File: config.mk
export PLATFORM = sky130hd
export DESIGN_NAME = rv_multicycle_ctrl_flat
export DESIGN_NICKNAME = d
export VERILOG_FILES = /design/src/rtl/rv_multicycle_ctrl_pkg.sv /design/src/rtl/rv_multicycle_ctrl_if.sv /design/src/rtl/rv_multicycle_ctrl_opcode_class.sv /design/src/rtl/rv_multicycle_ctrl.sv /design/src/flat_wrapper.sv
export SDC_FILE = /design/constraint.sdc
export NUM_CORES = 1
export LEC_CHECK = 0
export BUFFER_PORTS_ARGS = -buffer_cell sky130_fd_sc_hd__buf_2
export CAP_MARGIN = 40
export CORE_ASPECT_RATIO = 0.75
export CORE_MARGIN = 2
export CORE_UTILIZATION = 45
export DETAILED_ROUTE_END_ITERATION = 10
export PLACE_DENSITY_LB_ADDON = 0.1
export SETUP_SLACK_MARGIN = 0.2
export SLEW_MARGIN = 0
export SYNTH_ARGS = -nofsm -noshare
export SYNTH_HDL_FRONTEND = slang
export SYNTH_SLANG_ARGS = --single-unit
File: constraint.sdc
create_clock -name clk -period 3.4 [get_ports clk]
set_clock_uncertainty 0.2 [all_clocks]
set_input_delay 0.68 -clock clk [delete_from_list [all_inputs] [get_ports clk]]
set_output_delay 0.68 -clock clk [all_outputs]
set_load 0.02 [all_outputs]
File: src/rtl/rv_multicycle_ctrl_pkg.sv
// rv_ctrl_pkg: shared opcode, state and encoding definitions for the RV32I multicycle controller.
package rv_ctrl_pkg;

    localparam logic [6:0] OP_R      = 7'b0110011;
    localparam logic [6:0] OP_I      = 7'b0010011;
    localparam logic [6:0] OP_LOAD   = 7'b0000011;
    localparam logic [6:0] OP_STORE  = 7'b0100011;
    localparam logic [6:0] OP_LUI    = 7'b0110111;
    localparam logic [6:0] OP_AUIPC  = 7'b0010111;
    localparam logic [6:0] OP_BRANCH = 7'b1100011;
    localparam logic [6:0] OP_JAL    = 7'b1101111;
    localparam logic [6:0] OP_JALR   = 7'b1100111;

    typedef enum logic [2:0] {FETCH, DECODE, EXEC, MEM, WB, TRAP} ctrl_state_t;

    typedef enum logic [2:0] {CL_ALU, CL_LOAD, CL_STORE, CL_BRANCH, CL_JAL, CL_JALR} op_class_t;

    localparam logic [1:0] WB_ALU  = 2'd0;
    localparam logic [1:0] WB_LOAD = 2'd1;
    localparam logic [1:0] WB_PC4  = 2'd2;

    localparam logic [1:0] CAUSE_NONE    = 2'd0;
    localparam logic [1:0] CAUSE_ILLEGAL = 2'd1;
    localparam logic [1:0] CAUSE_IMEM    = 2'd2;
    localparam logic [1:0] CAUSE_DMEM    = 2'd3;

endpackage

File: src/rtl/rv_multicycle_ctrl_if.sv
// rv_multicycle_ctrl_if: instruction/data memory handshakes and datapath control bundle.
interface rv_multicycle_ctrl_if #(parameter int XLEN = 32);

    logic            imem_req;
    logic [XLEN-1:0] imem_addr;
    logic            imem_ack;
    logic [31:0]     imem_rdata;
    logic [31:0]     ir;
    logic [XLEN-1:0] pc;
    logic            alu_en;
    logic [XLEN-1:0] alu_result;
    logic            br_taken;
    logic [XLEN-1:0] br_target;
    logic            dmem_req;
    logic            dmem_we;
    logic [XLEN-1:0] dmem_addr;
    logic            dmem_ack;
    logic            rf_we;
    logic [1:0]      wb_sel;
    logic            trap;
    logic [1:0]      trap_cause;

    modport master (
        output imem_req, imem_addr, ir, pc, alu_en, dmem_req, dmem_we, dmem_addr,
               rf_we, wb_sel, trap, trap_cause,
        input  imem_ack, imem_rdata, alu_result, br_taken, br_target, dmem_ack
    );

    modport slave (
        input  imem_req, imem_addr, ir, pc, alu_en, dmem_req, dmem_we, dmem_addr,
               rf_we, wb_sel, trap, trap_cause,
        output imem_ack, imem_rdata, alu_result, br_taken, br_target, dmem_ack
    );

endinterface

File: src/rtl/rv_multicycle_ctrl_opcode_class.sv
// rv_opcode_class: combinational RV32I major-opcode classifier with legality flag.
module rv_opcode_class
    import rv_ctrl_pkg::*;
(
    input  logic [6:0] opcode,
    output op_class_t  cls,
    output logic       legal
);

    always_comb begin
        cls   = CL_ALU;
        legal = 1'b1;
        case (opcode)
            OP_R, OP_I, OP_LUI, OP_AUIPC: cls = CL_ALU;
            OP_LOAD:                      cls = CL_LOAD;
            OP_STORE:                     cls = CL_STORE;
            OP_BRANCH:                    cls = CL_BRANCH;
            OP_JAL:                       cls = CL_JAL;
            OP_JALR:                      cls = CL_JALR;
            default:                      legal = 1'b0;
        endcase
    end

endmodule

File: src/rtl/rv_multicycle_ctrl.sv
// rv_multicycle_ctrl: FETCH/DECODE/EXEC/MEM/WB sequencer for a multicycle RV32I datapath,
// with sticky trap on illegal opcode or memory handshake timeout.
module rv_multicycle_ctrl
    import rv_ctrl_pkg::*;
#(
    parameter int              XLEN        = 32,
    parameter logic [XLEN-1:0] RESET_PC    = '0,
    parameter int              MEM_TIMEOUT = 255
) (
    input logic clk,
    input logic rst_n,
    rv_multicycle_ctrl_if.master bus
);

    localparam int CW = (MEM_TIMEOUT > 1) ? $clog2(MEM_TIMEOUT + 1) : 1;

    ctrl_state_t     state, state_n;
    logic [XLEN-1:0] pc, pc_n, addr, addr_n, pc4;
    logic [31:0]     ir, ir_n;
    logic [CW-1:0]   cnt, cnt_n;
    logic [1:0]      cause, cause_n;
    op_class_t       cls;
    logic            legal, timeout;

    rv_opcode_class u_cls (.opcode(ir[6:0]), .cls(cls), .legal(legal));

    assign pc4     = pc + XLEN'(4);
    assign timeout = (MEM_TIMEOUT != 0) && (cnt == CW'(MEM_TIMEOUT - 1));

    assign bus.imem_addr  = pc;
    assign bus.pc         = pc;
    assign bus.ir         = ir;
    assign bus.dmem_addr  = addr;
    assign bus.trap       = state == TRAP;
    assign bus.trap_cause = cause;

    always_ff @(posedge clk or negedge rst_n) begin
        if (!rst_n) begin
            state <= FETCH;
            pc    <= RESET_PC;
            ir    <= '0;
            addr  <= '0;
            cnt   <= '0;
            cause <= CAUSE_NONE;
        end else begin
            state <= state_n;
            pc    <= pc_n;
            ir    <= ir_n;
            addr  <= addr_n;
            cnt   <= cnt_n;
            cause <= cause_n;
        end
    end

    always_comb begin
        state_n      = state;
        pc_n         = pc;
        ir_n         = ir;
        addr_n       = addr;
        cause_n      = cause;
        bus.imem_req = 1'b0;
        bus.alu_en   = 1'b0;
        bus.dmem_req = 1'b0;
        bus.dmem_we  = 1'b0;
        bus.rf_we    = 1'b0;
        bus.wb_sel   = WB_ALU;
        case (state)
            FETCH: begin
                bus.imem_req = 1'b1;
                ir_n    = bus.imem_ack ? bus.imem_rdata : ir;
                state_n = bus.imem_ack ? DECODE : (timeout ? TRAP : FETCH);
                cause_n = (!bus.imem_ack && timeout) ? CAUSE_IMEM : cause;
            end
            DECODE: begin
                state_n = legal ? EXEC : TRAP;
                cause_n = legal ? cause : CAUSE_ILLEGAL;
            end
            EXEC: begin
                bus.alu_en = 1'b1;
                state_n    = FETCH;
                case (cls)
                    CL_ALU: begin
                        bus.rf_we = 1'b1;
                        pc_n      = pc4;
                    end
                    CL_BRANCH: pc_n = bus.br_taken ? bus.br_target : pc4;
                    CL_JAL: begin
                        bus.rf_we  = 1'b1;
                        bus.wb_sel = WB_PC4;
                        pc_n       = bus.br_target;
                    end
                    CL_JALR: begin
                        bus.rf_we  = 1'b1;
                        bus.wb_sel = WB_PC4;
                        pc_n       = {bus.alu_result[XLEN-1:1], 1'b0};
                    end
                    default: begin
                        addr_n  = bus.alu_result;
                        state_n = MEM;
                    end
                endcase
            end
            MEM: begin
                bus.dmem_req = 1'b1;
                bus.dmem_we  = cls == CL_STORE;
                pc_n    = (bus.dmem_ack && cls == CL_STORE) ? pc4 : pc;
                state_n = bus.dmem_ack ? (cls == CL_STORE ? FETCH : WB) : (timeout ? TRAP : MEM);
                cause_n = (!bus.dmem_ack && timeout) ? CAUSE_DMEM : cause;
            end
            WB: begin
                bus.rf_we  = 1'b1;
                bus.wb_sel = WB_LOAD;
                pc_n       = pc4;
                state_n    = FETCH;
            end
            TRAP:    state_n = TRAP;
            default: state_n = FETCH;
        endcase
        // the wait counter restarts whenever the state changes, so each FETCH/MEM visit starts at zero
        cnt_n = (state_n == state) ? cnt + CW'(1) : '0;
    end

endmodule

File: src/flat_wrapper.sv
// flat-port wrapper written by rule: the top's interface ports become plain ports
module rv_multicycle_ctrl_flat import rv_ctrl_pkg::*;
#(
    parameter int              XLEN        = 32,
    parameter logic [XLEN-1:0] RESET_PC    = '0,
    parameter int              MEM_TIMEOUT = 255
)
  (clk, rst_n, bus_imem_req, bus_imem_addr, bus_ir, bus_pc, bus_alu_en, bus_dmem_req, bus_dmem_we, bus_dmem_addr, bus_rf_we, bus_wb_sel, bus_trap, bus_trap_cause, bus_imem_ack, bus_imem_rdata, bus_alu_result, bus_br_taken, bus_br_target, bus_dmem_ack);
  rv_multicycle_ctrl_if #(.XLEN(XLEN)) bus_i ();
  input logic clk;
  input logic rst_n;
  output wire logic [$bits(bus_i.imem_req)-1:0] bus_imem_req;
  output wire logic [$bits(bus_i.imem_addr)-1:0] bus_imem_addr;
  output wire logic [$bits(bus_i.ir)-1:0] bus_ir;
  output wire logic [$bits(bus_i.pc)-1:0] bus_pc;
  output wire logic [$bits(bus_i.alu_en)-1:0] bus_alu_en;
  output wire logic [$bits(bus_i.dmem_req)-1:0] bus_dmem_req;
  output wire logic [$bits(bus_i.dmem_we)-1:0] bus_dmem_we;
  output wire logic [$bits(bus_i.dmem_addr)-1:0] bus_dmem_addr;
  output wire logic [$bits(bus_i.rf_we)-1:0] bus_rf_we;
  output wire logic [$bits(bus_i.wb_sel)-1:0] bus_wb_sel;
  output wire logic [$bits(bus_i.trap)-1:0] bus_trap;
  output wire logic [$bits(bus_i.trap_cause)-1:0] bus_trap_cause;
  input wire logic [$bits(bus_i.imem_ack)-1:0] bus_imem_ack;
  input wire logic [$bits(bus_i.imem_rdata)-1:0] bus_imem_rdata;
  input wire logic [$bits(bus_i.alu_result)-1:0] bus_alu_result;
  input wire logic [$bits(bus_i.br_taken)-1:0] bus_br_taken;
  input wire logic [$bits(bus_i.br_target)-1:0] bus_br_target;
  input wire logic [$bits(bus_i.dmem_ack)-1:0] bus_dmem_ack;
  assign bus_imem_req = bus_i.imem_req;
  assign bus_imem_addr = bus_i.imem_addr;
  assign bus_ir = bus_i.ir;
  assign bus_pc = bus_i.pc;
  assign bus_alu_en = bus_i.alu_en;
  assign bus_dmem_req = bus_i.dmem_req;
  assign bus_dmem_we = bus_i.dmem_we;
  assign bus_dmem_addr = bus_i.dmem_addr;
  assign bus_rf_we = bus_i.rf_we;
  assign bus_wb_sel = bus_i.wb_sel;
  assign bus_trap = bus_i.trap;
  assign bus_trap_cause = bus_i.trap_cause;
  assign bus_i.imem_ack = bus_imem_ack;
  assign bus_i.imem_rdata = bus_imem_rdata;
  assign bus_i.alu_result = bus_alu_result;
  assign bus_i.br_taken = bus_br_taken;
  assign bus_i.br_target = bus_br_target;
  assign bus_i.dmem_ack = bus_dmem_ack;
  rv_multicycle_ctrl #(.XLEN(XLEN), .RESET_PC(RESET_PC), .MEM_TIMEOUT(MEM_TIMEOUT)) u_core (.clk(clk), .rst_n(rst_n), .bus(bus_i));
endmodule
==> metrics.md <==
| Metric | Value |
|---|---|
| CTS Buf Count | `9` |
| Setup Fix Bufs, Post-CTS | `0` |
| Largest area contributor in the netlist | `dfrtp_1` |
| Largest net degree at the start of global routing | `62` |
| Crit. End Element | `output pin` |
| Synth top area share | `between 40% and 50%` |
| Setup violations, final | `0` |
| Gr ovfl total | `0` |
| Horiz. Die Dim | `roughly 140 um` |
| Fillers | `1,262` |
| Area of the mapped netlist | `approximately 6000 um^2` |
| Setup TNS | `0 ps` |
| Critical path arrival | `1890 ps` |
| Final wirelength | `between 15,000 and 20,000 um` |
| Sequential power share | `37.2%` |
| Area of the die | `14,700 um^2` |
| Cell Area, Placed | `7290 um^2` |
| GR Util met2 | `approximately 37%` |
| Synth-to-layout area growth | `22.7%` |
| Per-cell routed wire length | `19.2 um` |
| Relative slew slack | `between 40 and 50%` |
| Core area | `between 10,000 and 15,000 um^2` |
| Detailed-route DRC error count | `0` |
| Initial Util | `45.6%` |
| H-tree depth | `3` |
| Buffers on Ports | `approximately 240` |
| Ys Warns | `0` |
| Synth area leaders | `dfrtp_1 (44%), mux2_2 (11%), buf_4 (4.5%), a22oi_1 (2.2%), o21ai_0 (1.9%)` |
| Post-detail-place hpwl | `approximately 14,000 um` |
| Critical path type | `register to output pin` |
| CTS tree | `built` |
| Vias per inst | `slightly below 6` |
| VDD IR max | `about 530 uV` |
| Post-synthesis sequential area ratio | `between 40% and 50%` |
| Pwr Total | `5.35 mW` |
| Comb power frac | `42.6%` |
| Post-synth top cells | `dfrtp_1 (109), mux2_2 (58), buf_4 (37)` |
| Post-synth EDFFs | `0` |
| Final instance area | `around 7600 um^2` |
| FF+latch count, synth | `109` |
| Sw Pwr | `2.29 mW` |
| Worst path required time | `around 2500 ps` |
| Global route hottest layer | `met1` |
| Worst-Skew Late Latency | `about 350 ps` |
| CP max FO | `11` |
| Status | `complete, no violations` |
| Tcrit/Tclk final | `81.4%` |
| Gr usage total | `between 20% and 30%` |
| Slew @ Worst Pin | `~840 ps` |
| Internal Pwr Total | `about 3 mW` |
| Fmax | `about 0.36 GHz` |
| Critical Path Start Type | `register` |
| HP Class | `primary input to async pin` |
| Synth Flop Type | `dfrtp_1` |
| GR Layer Usage met1 | `36.9%` |
| Most common cell in the netlist | `dfrtp_1` |
| Antenna violations before repair | `2` |
| Clock transition at path regs | `about 80 ps` |
| GR Util met3 | `7.31%` |
| Syn Inst Count | `around 600` |
| PD cells | `approximately 710 nW/um^2` |
| CTS resizes | `0` |
| Fin cells | `between 900 and 1k` |
| Syn_area_per_cell | `~10 um^2` |
| Starting DRT DRC Count | `415` |
| Row count | `37` |
| Vias post-DR | `between 5k and 6k` |
| Final Slew Violations | `0` |
| DIE HEIGHT | `between 100 and 150 um` |
| CTS Hold Bufs | `0` |
| Leak | `approximately 3.5 nW` |
| Post-DRT Antenna Nets | `0` |
| Max-cap violations | `0` |
| Clk buf depth | `2` |
| Io pins | `239` |
| CTS sink cnt | `109` |
| Share of layout cells above drive strength 1 | `around 43%` |
| RePlAce Congestion | `0.879` |
| CTS root buf | `clkbuf_16` |
| NumNets Final | `897` |
| Inst Count DP | `approximately 960` |
| First-pass GRT wire length | `between 20,000 and 30,000 um` |
| Vias in the first global route | `approximately 5.4k` |
| Syn_nets | `around 700` |
| Fin crit period | `approximately 2800 ps` |
| Ys async rst share | `100%` |
| Drt pass-1 iters | `7` |
| Switching portion of total power | `42.8%` |
| Ant. Diodes | `0` |
| Final Hold Viols | `0` |
| Unrepaired setup endpoints after global routing | `false` |
| Yosys cell types | `66` |
| Clock power frac | `20.3%` |
-- power groups by stage --
stage | combinational [mW] | clock [mW] | sequential [mW]
after floorplan | 1.33 | 0 | 2.27
after global placement | 2.25 | 0 | 1.99
after detailed placement | 2.27 | 0 | 2.00
after CTS | 2.28 | 1.12 | 1.98
after global routing | 2.44 | 1.16 | 2.05
final | 2.28 | 1.09 | 1.99
-- layout by cell type (no fill, tap or decap), types with 13 or more instances in the layout --
cell     count
o22ai_1     13
and3_1      13
nand3_1     18
mux2_2      58
nor3_1      13
o21ai_0     23
a22oi_1     18
nand2_1     26
buf_4       15
dfrtp_1    109
a21oi_1     21
buf_2      237
inv_1       30
nor2_1      20
-- cells by family (layout without fill, tap and decap cells) --
group           after synthesis  in the layout  share of synthesized area [%]
flops                       109            109                           44.1
xor+xnor                      7              7                          0.991
simple gates                158            158                           15.0
buf+inv                     100            301                           9.00
compound gates              158            158                           19.1
fa+ha+maj                     3              3                          0.607
mux                          62             62                           11.2
-- metrics by stage --
step | setup slack [ps] | hold WS [ps] | util [%]
after CTS | 628 | 247 | 56.0
after floorplan | 975 | 184 | -
after detailed placement | 563 | 274 | 53.7
after global routing | 468 | 264 | 56.0
after global placement | 627 | 263 | 53.7
final | 631 | 204 | 56.0
-- registers in the layout, indices dropped and copies added (netlist names) --
name                   flops
u_core.bus.imem_addr      32
u_core.state               3
u_core.bus.dmem_addr      32
u_core.cnt                 8
u_core.bus.ir             32
u_core.bus.trap_cause      2
-- worst paths after layout --
path                       cells past startpoint                                  from                                   end  slack [ps]
setup / recovery                               4             u_core.state[1]$_DFF_PN0_                         bus_wb_sel[1]         630
hold / removal                                 1                                 rst_n         u_core.bus.ir[10]$_DFFE_PN0P_         200
setup reg to reg                               6          u_core.bus.ir[2]$_DFFE_PN0P_   u_core.bus.imem_addr[6]$_DFFE_PN0P_         700
hold reg to reg                                2  u_core.bus.dmem_addr[25]$_DFFE_PN0P_  u_core.bus.dmem_addr[25]$_DFFE_PN0P_         290
max in group asynchronous                      2                                 rst_n  u_core.bus.imem_addr[19]$_DFFE_PN0P_        2050
min in group clk                               2  u_core.bus.dmem_addr[25]$_DFFE_PN0P_  u_core.bus.dmem_addr[25]$_DFFE_PN0P_         290
-- layout make-up --
| class | instances | area, um^2 | share of cell area [%] |
|---|---|---|---|
| inverters | 32 | 120 | 1.58 |
| multi-input cells | 388 | 2910 | 38.3 |
| clock inverters | 6 | 70.1 | 0.923 |
| clock buffers | 10 | 229 | 3.02 |
| flip-flops and latches | 109 | 2730 | 35.9 |
| repair buffers | 253 | 1320 | 17.4 |
| well taps | 175 | 219 | 2.88 |
-- critical path: stages (launching register included) --
cell	delay, ps
dfrtp_1	540
inv_1	130
or3_1	410
nor3_1	240
buf_2	210
-- routing by layer --
layer,part of all wire (%),vias up
met1,46,2750
li1,-,2590
met3,9.9,25
met5,0.12,-
met2,43,290
met4,1.5,4
(Power assumes the default switching activity.)
